**src/rtl/timing_seq.sv**
```systemverilog
// Machine-cycle sequencer: gated one-hot beat ring grouped into FETCH/EXEC machine cycles.
// Optional memory wait states on the last beat are enabled by defining TIMING_SEQ_WAIT_EN.
module timing_seq #(
  parameter int WIDTH = 4,
  parameter int LEN_W = 3
) (
  input  logic             clk,
  input  logic             clr,
  input  logic             run,
  input  logic             step,
  input  logic             halt_req,
  input  logic             resume,
  input  logic [LEN_W-1:0] exec_len,
`ifdef TIMING_SEQ_WAIT_EN
  input  logic             ready,
`endif
  output logic [WIDTH-1:0] T,
  output logic             fetch,
  output logic             exec,
  output logic             busy,
  output logic             instr_done,
  output logic             halted
);

  typedef enum logic [1:0] {IDLE, FETCH, EXEC, HALT} state_t;

  localparam logic [WIDTH-1:0] FIRST_BEAT = {{(WIDTH-1){1'b0}}, 1'b1};

  state_t           state, state_n;
  logic [WIDTH-1:0] beat, beat_n;
  logic [LEN_W-1:0] cnt, cnt_n;
  logic             halt_flag, halt_flag_n;
  logic             mem_ok;
  logic             in_cycle;
  logic             cycle_end;
  logic             instr_end;
  logic             halt_now;

`ifdef TIMING_SEQ_WAIT_EN
  assign mem_ok = ready;
`else
  assign mem_ok = 1'b1;
`endif

  assign in_cycle  = (state == FETCH) || (state == EXEC);
  assign cycle_end = in_cycle && beat[WIDTH-1] && mem_ok;
  // A FETCH with exec_len of zero is the whole instruction; EXEC ends when the last count expires.
  assign instr_end = cycle_end &&
                     (((state == FETCH) && (exec_len == '0)) ||
                      ((state == EXEC) && (cnt == LEN_W'(1))));
  // halt_req on the end clock itself still takes effect.
  assign halt_now  = halt_flag || halt_req;

  always_ff @(posedge clk) begin
    if (clr) begin
      state     <= IDLE;
      beat      <= '0;
      cnt       <= '0;
      halt_flag <= 1'b0;
    end else begin
      state     <= state_n;
      beat      <= beat_n;
      cnt       <= cnt_n;
      halt_flag <= halt_flag_n;
    end
  end

  always_comb begin
    state_n     = state;
    beat_n      = beat;
    cnt_n       = cnt;
    halt_flag_n = halt_flag;
    case (state)
      IDLE: begin
        if (run || step) begin
          state_n = FETCH;
          beat_n  = FIRST_BEAT;
        end
      end
      FETCH, EXEC: begin
        if (halt_req) halt_flag_n = 1'b1;
        if (!beat[WIDTH-1]) begin
          beat_n = beat << 1;
        end else if (cycle_end) begin
          beat_n = FIRST_BEAT;
          if (state == FETCH) begin
            cnt_n = exec_len;
            if (exec_len != '0) state_n = EXEC;
          end else begin
            cnt_n = cnt - LEN_W'(1);
          end
          if (instr_end) begin
            if (halt_now) begin
              state_n     = HALT;
              beat_n      = '0;
              halt_flag_n = 1'b0;
            end else if (run) begin
              state_n = FETCH;
            end else begin
              state_n = IDLE;
              beat_n  = '0;
            end
          end
        end
      end
      HALT: begin
        if (resume) state_n = IDLE;
      end
      default: begin
        state_n = IDLE;
        beat_n  = '0;
      end
    endcase
  end

  assign T          = beat;
  assign fetch      = (state == FETCH);
  assign exec       = (state == EXEC);
  assign busy       = in_cycle;
  assign instr_done = instr_end;
  assign halted     = (state == HALT);

endmodule

```
**config.mk**
```make
export PLATFORM = sky130hd
export DESIGN_NAME = timing_seq
export DESIGN_NICKNAME = d
export VERILOG_FILES = /design/src/rtl/timing_seq.sv
export SDC_FILE = /design/constraint.sdc
export NUM_CORES = 1
export LEC_CHECK = 0
export ABC_AREA = 1
export CAP_MARGIN = 10
export CORE_UTILIZATION = 46
export CTS_CLUSTER_DIAMETER = 40
export CTS_CLUSTER_SIZE = 10
export DETAILED_ROUTE_END_ITERATION = 8
export PLACE_DENSITY = 0.82
export RECOVER_POWER = 25
export SLEW_MARGIN = 20
export SYNTH_ARGS = -nofsm -noshare
export SYNTH_HDL_FRONTEND = slang
export SYNTH_SLANG_ARGS = --single-unit
```
**constraint.sdc**
```tcl
create_clock -name clk -period 2.11 [get_ports clk]
set_clock_uncertainty 0.15 [all_clocks]
set_input_delay 0.422 -clock clk [delete_from_list [all_inputs] [get_ports clk]]
set_output_delay 0.422 -clock clk [all_outputs]
set_load 0.005 [all_outputs]
```
[Yosys cells after proc, flatten, opt, wreduce, memory -nomap -nowiden]
Index checks and enable logic that the tools add are counted.
Storage, ports and cells
  flip-flop bits (word level): 10
  input port bits: 9
  output and inout port bits: 9
Cells by class
  $add $sub $neg: 1
  equal/unequal tests: 11
  multiplexer cells: 23
  reduce and logical (&&, ||, !) cells: 17
Operator list (number)
  2-bit 2-to-1 mux: 8
  4-bit 2-to-1 mux: 3
  1-bit 2-to-1 mux: 9
  3-bit != test (second input constant): 3
  2-bit != test (second input constant): 4
  4-bit one-hot mux with 2 select lines: 1
  2-bit one-hot mux with 3 select lines: 1
  3-bit AND reduction: 2
  6-bit AND reduction: 1
  2-bit == test (second input constant): 2
  1-bit logical AND: 4
  1-bit logical OR: 4
  3-bit by 1-bit == test with 1-bit output (second input constant): 1
  3-bit logical NOT: 1
  3-bit 2-to-1 mux: 1
  3-bit nonzero test: 1
  3-bit by 1-bit subtractor with 3-bit output (second input constant): 1
  2-bit by 1-bit == test with 1-bit output (second input constant): 1
  2-bit logical NOT: 1
  2-bit AND reduction: 1
  2-bit nonzero test: 1
  2-bit OR reduction: 1

[Depth between registers and ports, before layout]
Gate-level depths: netlist (run 1).
  depth after elaboration: 8
  gate-level depth with buffers: 12
  gate-level depth less buffers: 12

[Least setup slack after synthesis (run 1)]
OpenSTA, ideal clock, no wires.
  kind: register -> output
  start: reg state[0]
  end: out instr_done
  arrival: 1.104 ns
  slack: 0.434 ns
  cell stages (with the launch flop): 7
  buffers on the path: 0
  cells stage by stage: dfxtp_1 inv_1 ha_1 nand2_2 inv_2 nand2_4 inv_2
Between the ends
  cells in the longest elaborated chain, start to end: 4
  elaborated cells between the ends (all ways): 8
RTL lines
  from (decl): RTL line 29  | state_t state, state_n;
  from (signal assigned): RTL line 61  | state <= state_n;
  2-bit by 1-bit == test with 1-bit output or 2-bit == test (tied branches): RTL line 45  | assign in_cycle = (state == FETCH) || (state == EXEC);
  1-bit logical OR (*): RTL line 45
  via busy: RTL line 20  | output logic busy,
  1-bit logical AND (*): RTL line 46  | assign cycle_end = in_cycle && beat[WIDTH-1] && mem_ok;
  1-bit logical AND (*): RTL line 48  | assign instr_end = cycle_end &&
  to (decl): RTL line 21  | output logic instr_done,
The timed path passes the listed nets; every way through them passes the cells marked *.

[Worst setup path in the final report (run 1)]
  start: reg state[1]
  end: out fetch
Between the ends
  cells in the longest elaborated chain, start to end: 1
RTL lines
  2-bit by 1-bit == test with 1-bit output: RTL line 117  | assign fetch = (state == FETCH);
  to (decl): RTL line 18  | output logic fetch,
No other way between the ends.

==> results of run 1 <==
## stage by stage
stage	cell area, µm²	cells	total power, µW
2_1_floorplan	663	94	549
3_3_place_gp	880	130	729
3_5_place_dp	880	130	738
4_1_cts	952	135	954
5_1_grt	948	135	1030
6_report	948	135	960
## sequential cells by signal (all words and copies together) (netlist names)
register,cells
state,2
cnt,3
T,4
halt_flag,1
## cell families (layout without fill, tap and decap cells)
kind of cell | count (synthesis) | after routing
compound gates | 14 | 14
fa+ha+maj | 6 | 6
flops | 10 | 10
simple gates | 48 | 48
buf+inv | 16 | 42
## final timing paths
path / cells past startpoint / slack (ns) / end
worst max-delay path: 4 / 0.08 / fetch
worst min-delay path: 2 / 0.34 / T[2]
worst max register to register: 9 / 0.33 / state[1]
worst min register to register: 2 / 0.34 / T[2]
## cell usage after synthesis, drive strengths merged
master         count
nand3b             1
nor2              16
nand2             22
inv               15
a21oi              8
clkdlybuf4s18      1
o21ai              4
a211oi             1
nor3               4
ha                 6
a221oi             1
dfxtp             10
nand3              5
## area by class of cell
| type | count | area, µm² |
|---|---|---|
| flip-flops and latches | 10 | 205 |
| well taps | 15 | 18.8 |
| inverters | 15 | 58.8 |
| repair buffers | 23 | 205 |
| fillers | 117 | 369 |
| multi-input cells | 68 | 424 |
| clock buffers | 4 | 36.3 |
## power groups by stage
stage	Clock (µW)	Sequential, µW	Combinational, µW
after CTS	179	261	514
after detailed placement	0	251	488
after global routing	189	266	579
after global placement	0	250	479
after floorplan	0	248	301
final	175	262	523
## layer usage
layer  wire, µm  vias up
met4         33        0
li1           -      348
met3         98        5
met1        640      291
met2        798       25
met5          0        -
## worst max-delay path, delay by kind of cell (launching register included)
kind / cells / cell delay [ns]
adders and majority gates: 1 / 0.13
buffers and inverters: 3 / 0.70
DFF: 1 / 0.34
## repair_timing
action,CTS,global route
buffers inserted,1,0
gates resized for setup,15,0
endpoints found under the setup margin,3,0
==> qor.txt, run 1 <==
Die width: 40.0 µm
Worst path max stage delay: 0.49 ns
Vias in the first global route: 606
Critical Path AT: 1.45 ns
Status: finished clean
Adder-cell share of the synthesized area: 11.3%
GR peak layer: met2
Global Route Usage Sum: 22.6%
Sequential share of power: 27.3%
Cts hold-fix bufs: 0
Combinational share of power: 54.5%
Register bit count reported by yosys: 10
Reg clk slew, reported paths: 0.07 ns
Clock buffer depth: 2
N_diodes: 0
Most common cell after layout, fill and taps aside: nand2_1
Sw Share: 40.6%
Relative slew margins: 79.1%
H-tree depth: 1
CP Capture Type: output pin
Main combinational cell family by area after synthesis: simple AND/OR/NAND/NOR gates
GPL Wtd Cong: 0.855
Root Driver: clkbuf_4
Slew Limit Fails: 0
Detailed Routing Iterations Pass 1: 4
Crit share post-route: 96.0%
Via density per instance: 4.96
Met1 usage: 23.7%
Height of the die: 40.0 µm
Worst setup path class: flop to output pin
Die area: 1600 µm²
Port bufs: 17
Internal: 570 µW
Drt initial violations: 8
Routed length per instance: 11.6 µm
Num CTS Buffers: 3
Final worst slack: 0.0837 ns
Slowest cell on the critical path: clkdlybuf4s50_1
# rows: 13
Setup WS pre-CTS: -0.219 ns
P&R area growth vs syn: 43.0%
Post-synth top area share: 30.2%
Cells along the critical path: inv_4, ha_4, buf_4, clkdlybuf4s50_1
Finished Core Util: 72.0%
Final setup fails: 0
Syn_area_per_cell: 7.05 µm²
Met3 GRT Util: 3.33%
Share of post-route cells with drive strength above 1: 26.7%
Netlist cell types: 19
Skew-Pair Late Insertion Delay: 0.27 ns
Pwr/cell area: 1010 nW/µm²
Crit Reg-Reg Startpoint: state[0]
Peak VDD IR: 0.000591 V
Synthesized instance count: 94
Largest net degree at the start of global routing: 9
CTS tree: done
Antenna violations before repair: 0
Max Cap Viol: 0
Top cells by area, synth: dfxtp_1 30%, ha_1 11%, nand2_1 9.1%
Post-synthesis mux area share: 0%
Period minus WS final: 2.03 ns
Vias: 669
Syn Std Cell Area: 663 µm²
Overall routed net length: 1570 µm
Final hold violation count: 0
Synth Area in Simple Gates: 37.0%
Core area: 1320 µm²
Critical path peak fanout: 6
Nets: 136
Worst-Margin Slew: 0.313 ns
Highest-count cells in the layout ignoring fill and taps: 16 x nand2_1, 13 x nor2_1, 12 x clkdlybuf4s50_1, 8 x dfxtp_1, 8 x a21oi_1
Sequential share of the synthesized area: 30.2%
Worst Setup SP: state[1]
Dominant cell type by area after synthesis: dfxtp_1
Setup crit start kind: flop
First-pass GRT wire length: 2370 µm
Fmax: 494 MHz
Min-delay worst type: flop to flop
XOR/XNOR share of the synthesized area: 0%
Routing usage on met2: 43.1%
LEAKAGE: 0.000434 µW
WP data required: 1.54 ns
Yosys Warn Count: 0
Clk pwr share: 18.3%
Syn nets: 109
Residual DRC count: 0
Initial core utilization: 50.3%
Sw Pwr: 389 µW
Hold wc startpoint: T[2]
Final ANT Viol Nets: 0
Setup TNS: 0 ns
DP HPWL: 1210 µm
RSZ-0062 raised after global routing: no
Clk sinks: 10
Grt ovf: 0
Hold slack: 0.344 ns
Compound-cell area share of the yosys netlist: 11.5%
Ports: 18
No activity file was read; power rests on OpenSTA's default activity.
==> run 2: changes to the inputs <==
CORE_UTILIZATION = 41   (was 46)
PLACE_DENSITY = 0.77   (was 0.82)
SETUP_SLACK_MARGIN = 0.02   (was not set)
clock period = 1.7 ns   (was 2.11 ns; I/O delays follow)
==> qor.txt, run 2 (synthesized netlist as in run 1, its figures left out) <==
H-tree depth: 1 (unchanged)
Root Driver: clkbuf_4
Crit share post-route: 107%
Critical Path AT: 1.33 ns (-0.12 ns)
Port bufs: 17 (unchanged)
Drt initial violations: 17 (+9)
Period minus WS final: 1.82 ns
Setup crit start kind: flop
Final setup fails: 3 (+3)
Top cell by count, worst path: nand2_4
Buffers & Inverters on Critical Path: 4 (+1)
GPL Wtd Cong: 0.797 (-6.7%)
Slowest cell on the critical path: dfxtp_4
Sequential cell area: 209 µm² (+1.8%)
CP Capture Type: output pin
Antenna violations before repair: 0 (unchanged)
RSZ-0062 raised after global routing: yes
Setup TNS: -0.166 ns (-0.166 ns)
Most common cell after layout, fill and taps aside: buf_4
Largest net degree at the start of global routing: 7 (-2)
Relative slew margins: 81.9% (+2.8 points)
Residual DRC count: 0 (unchanged)
Worst path max stage delay: 0.38 ns (-0.11 ns)
Nets: 158 (+16%)
CTS tree: done
Filler cell count in the final layout: 101 (-14%)
Share of post-route cells with drive strength above 1: 50.4% (+24 points)
Overall routed net length: 2260 µm (+44%)
Clock buffer depth: 2 (unchanged)
Detailed Routing Iterations Pass 1: 5 (+1)
N_diodes: 0 (unchanged)
Worst-Margin Slew: 0.271 ns (-0.0418 ns)
Die width: 42.2 µm (+5.6%)
Core area: 1510 µm² (+14%)
Violated checks: negative setup slack
Max Cap Viol: 0 (unchanged)
Peak VDD IR: 0.000892 V (+51%)
Min-delay worst type: flop to flop
Max FFs per register: 4 (unchanged)
Setup WS pre-CTS: -0.472 ns (-0.253 ns)
Die area: 1780 µm² (+12%)
Cells along the critical path: inv_4, buf_6, ha_4, nand3_4, nand2_4, nand2_4, inv_2, buf_2
LEAKAGE: 0.000568 µW (+31%)
Cts hold-fix bufs: 0 (unchanged)
Critical path peak fanout: 3 (-3)
Ports: 18 (unchanged)
Status: complete, but fails checks
Worst setup path class: flop to output pin
Slew Limit Fails: 0 (unchanged)
Fmax: 550 MHz
Pwr/cell area: 1300 nW/µm² (+29%)
Highest-count cells in the layout ignoring fill and taps: 20 x buf_4, 14 x nand2_1, 11 x clkdlybuf4s50_1, 10 x nor2_1, 10 x buf_6
Via density per instance: 5.27 (+6.3%)
Vias in the first global route: 759 (+25%)
Top delay family on crit path: flip-flops
Height of the die: 42.2 µm (+5.6%)
Initial core utilization: 44.0% (-6.3 points)
Multi-input gate area: 513 µm² (+21%)
Reg clk slew, reported paths: 0.06 ns (about the same)
P&R area growth vs syn: 86.0%
Global Route Usage Sum: 22.5% (-0.047 points)
# rows: 14 (+1)
WP data required: 1.21 ns (-0.33 ns)
Clk sinks: 10 (unchanged)
First-pass GRT wire length: 3100 µm (+31%)
Vias: 827 (+24%)
Final ANT Viol Nets: 0 (unchanged)
Grt ovf: 0 (unchanged)
Skew-Pair Late Insertion Delay: 0.26 ns (about the same)
Final worst slack: -0.119 ns (-0.202 ns)
DP HPWL: 1270 µm (+5.3%)
Final hold violation count: 0 (unchanged)
Routed length per instance: 14.4 µm (+24%)
Num CTS Buffers: 3 (unchanged)
## run 2: changes by cell type in the layout (fill, tap and decap cells not counted), moves of 3 or more
| cell | previous run | this run |
|---|---|---|
| nor2_2 | 2 | 5 |
| buf_6 | 0 | 10 |
| nor2_1 | 13 | 10 |
| inv_4 | 1 | 5 |
| nand2_4 | 2 | 5 |
| inv_2 | 7 | 4 |
| buf_4 | 5 | 20 |
| dlygate4sd2_1 | 5 | 2 |
## run 2: what timing repair did
action | 4_1_cts | 5_1_grt
setup buffers | 8 | 4
resized for setup | 35 | 29
setup endpoints to repair | 8 | 7
pin swaps | 5 | 10
## run 2: area by class of cell
type | instances | area share, %
inverters | 15 | 5.58
flip-flops and latches | 10 | 16.9
well taps | 16 | 1.62
repair buffers | 45 | 32.5
clock buffers | 3 | 1.83
multi-input cells | 68 | 41.6
## run 2: worst min-delay path: cells and delay by family (launching register included)
| kind | cells | cell delay (ns) |
|---|---|---|
| flip-flops | 1 | 0.31 |
| AO/OA/AOI/OAI | 2 | 0.15 |
## run 2: final timing paths
path            start         end  slack [ns]  cells after the start
max          state[0]  instr_done       -0.12                      8
min            cnt[2]      cnt[2]        0.35                      2
max reg2reg  state[0]    state[0]       -0.01                     11
min reg2reg    cnt[2]      cnt[2]        0.35                      2
## run 2: where the power goes
| group | leakage [µW] | switching (µW) | internal [µW] |
|---|---|---|---|
| Clock | 0.0000138 | 78.7 | 81.8 |
| Combinational | 0.000471 | 548 | 567 |
| Sequential | 0.0000833 | 45.2 | 286 |
| Total | 0.000568 | 672 | 935 |
## run 2: through the flow
stage | hold slack (ns) | util [%] | area [µm²] | instances | power [µW]
after floorplan | 0.304 | - | 663 | 94 | 682
after global placement | 0.317 | 65.0 | 978 | 144 | 1000
after CTS | 0.330 | 74.3 | 1120 | 155 | 1330
after global routing | 0.364 | 81.9 | 1230 | 157 | 1710
after detailed placement | 0.321 | 65.0 | 978 | 144 | 1020
final | 0.346 | 81.9 | 1230 | 157 | 1610
## run 2: routing by layer
layer	up-vias	global-route usage (%)	routed length [µm]
met4	0	10.0	37
li1	397	-	-
met3	7	2.59	95
met5	-	0	0
met2	32	40.0	1230
met1	391	26.9	898
==> run 3: changes to the inputs <==
CAP_MARGIN = 20   (was 10)
==> results of run 3 <==
Same layout as run 2: the final DEF is identical, and so are final timing and power.
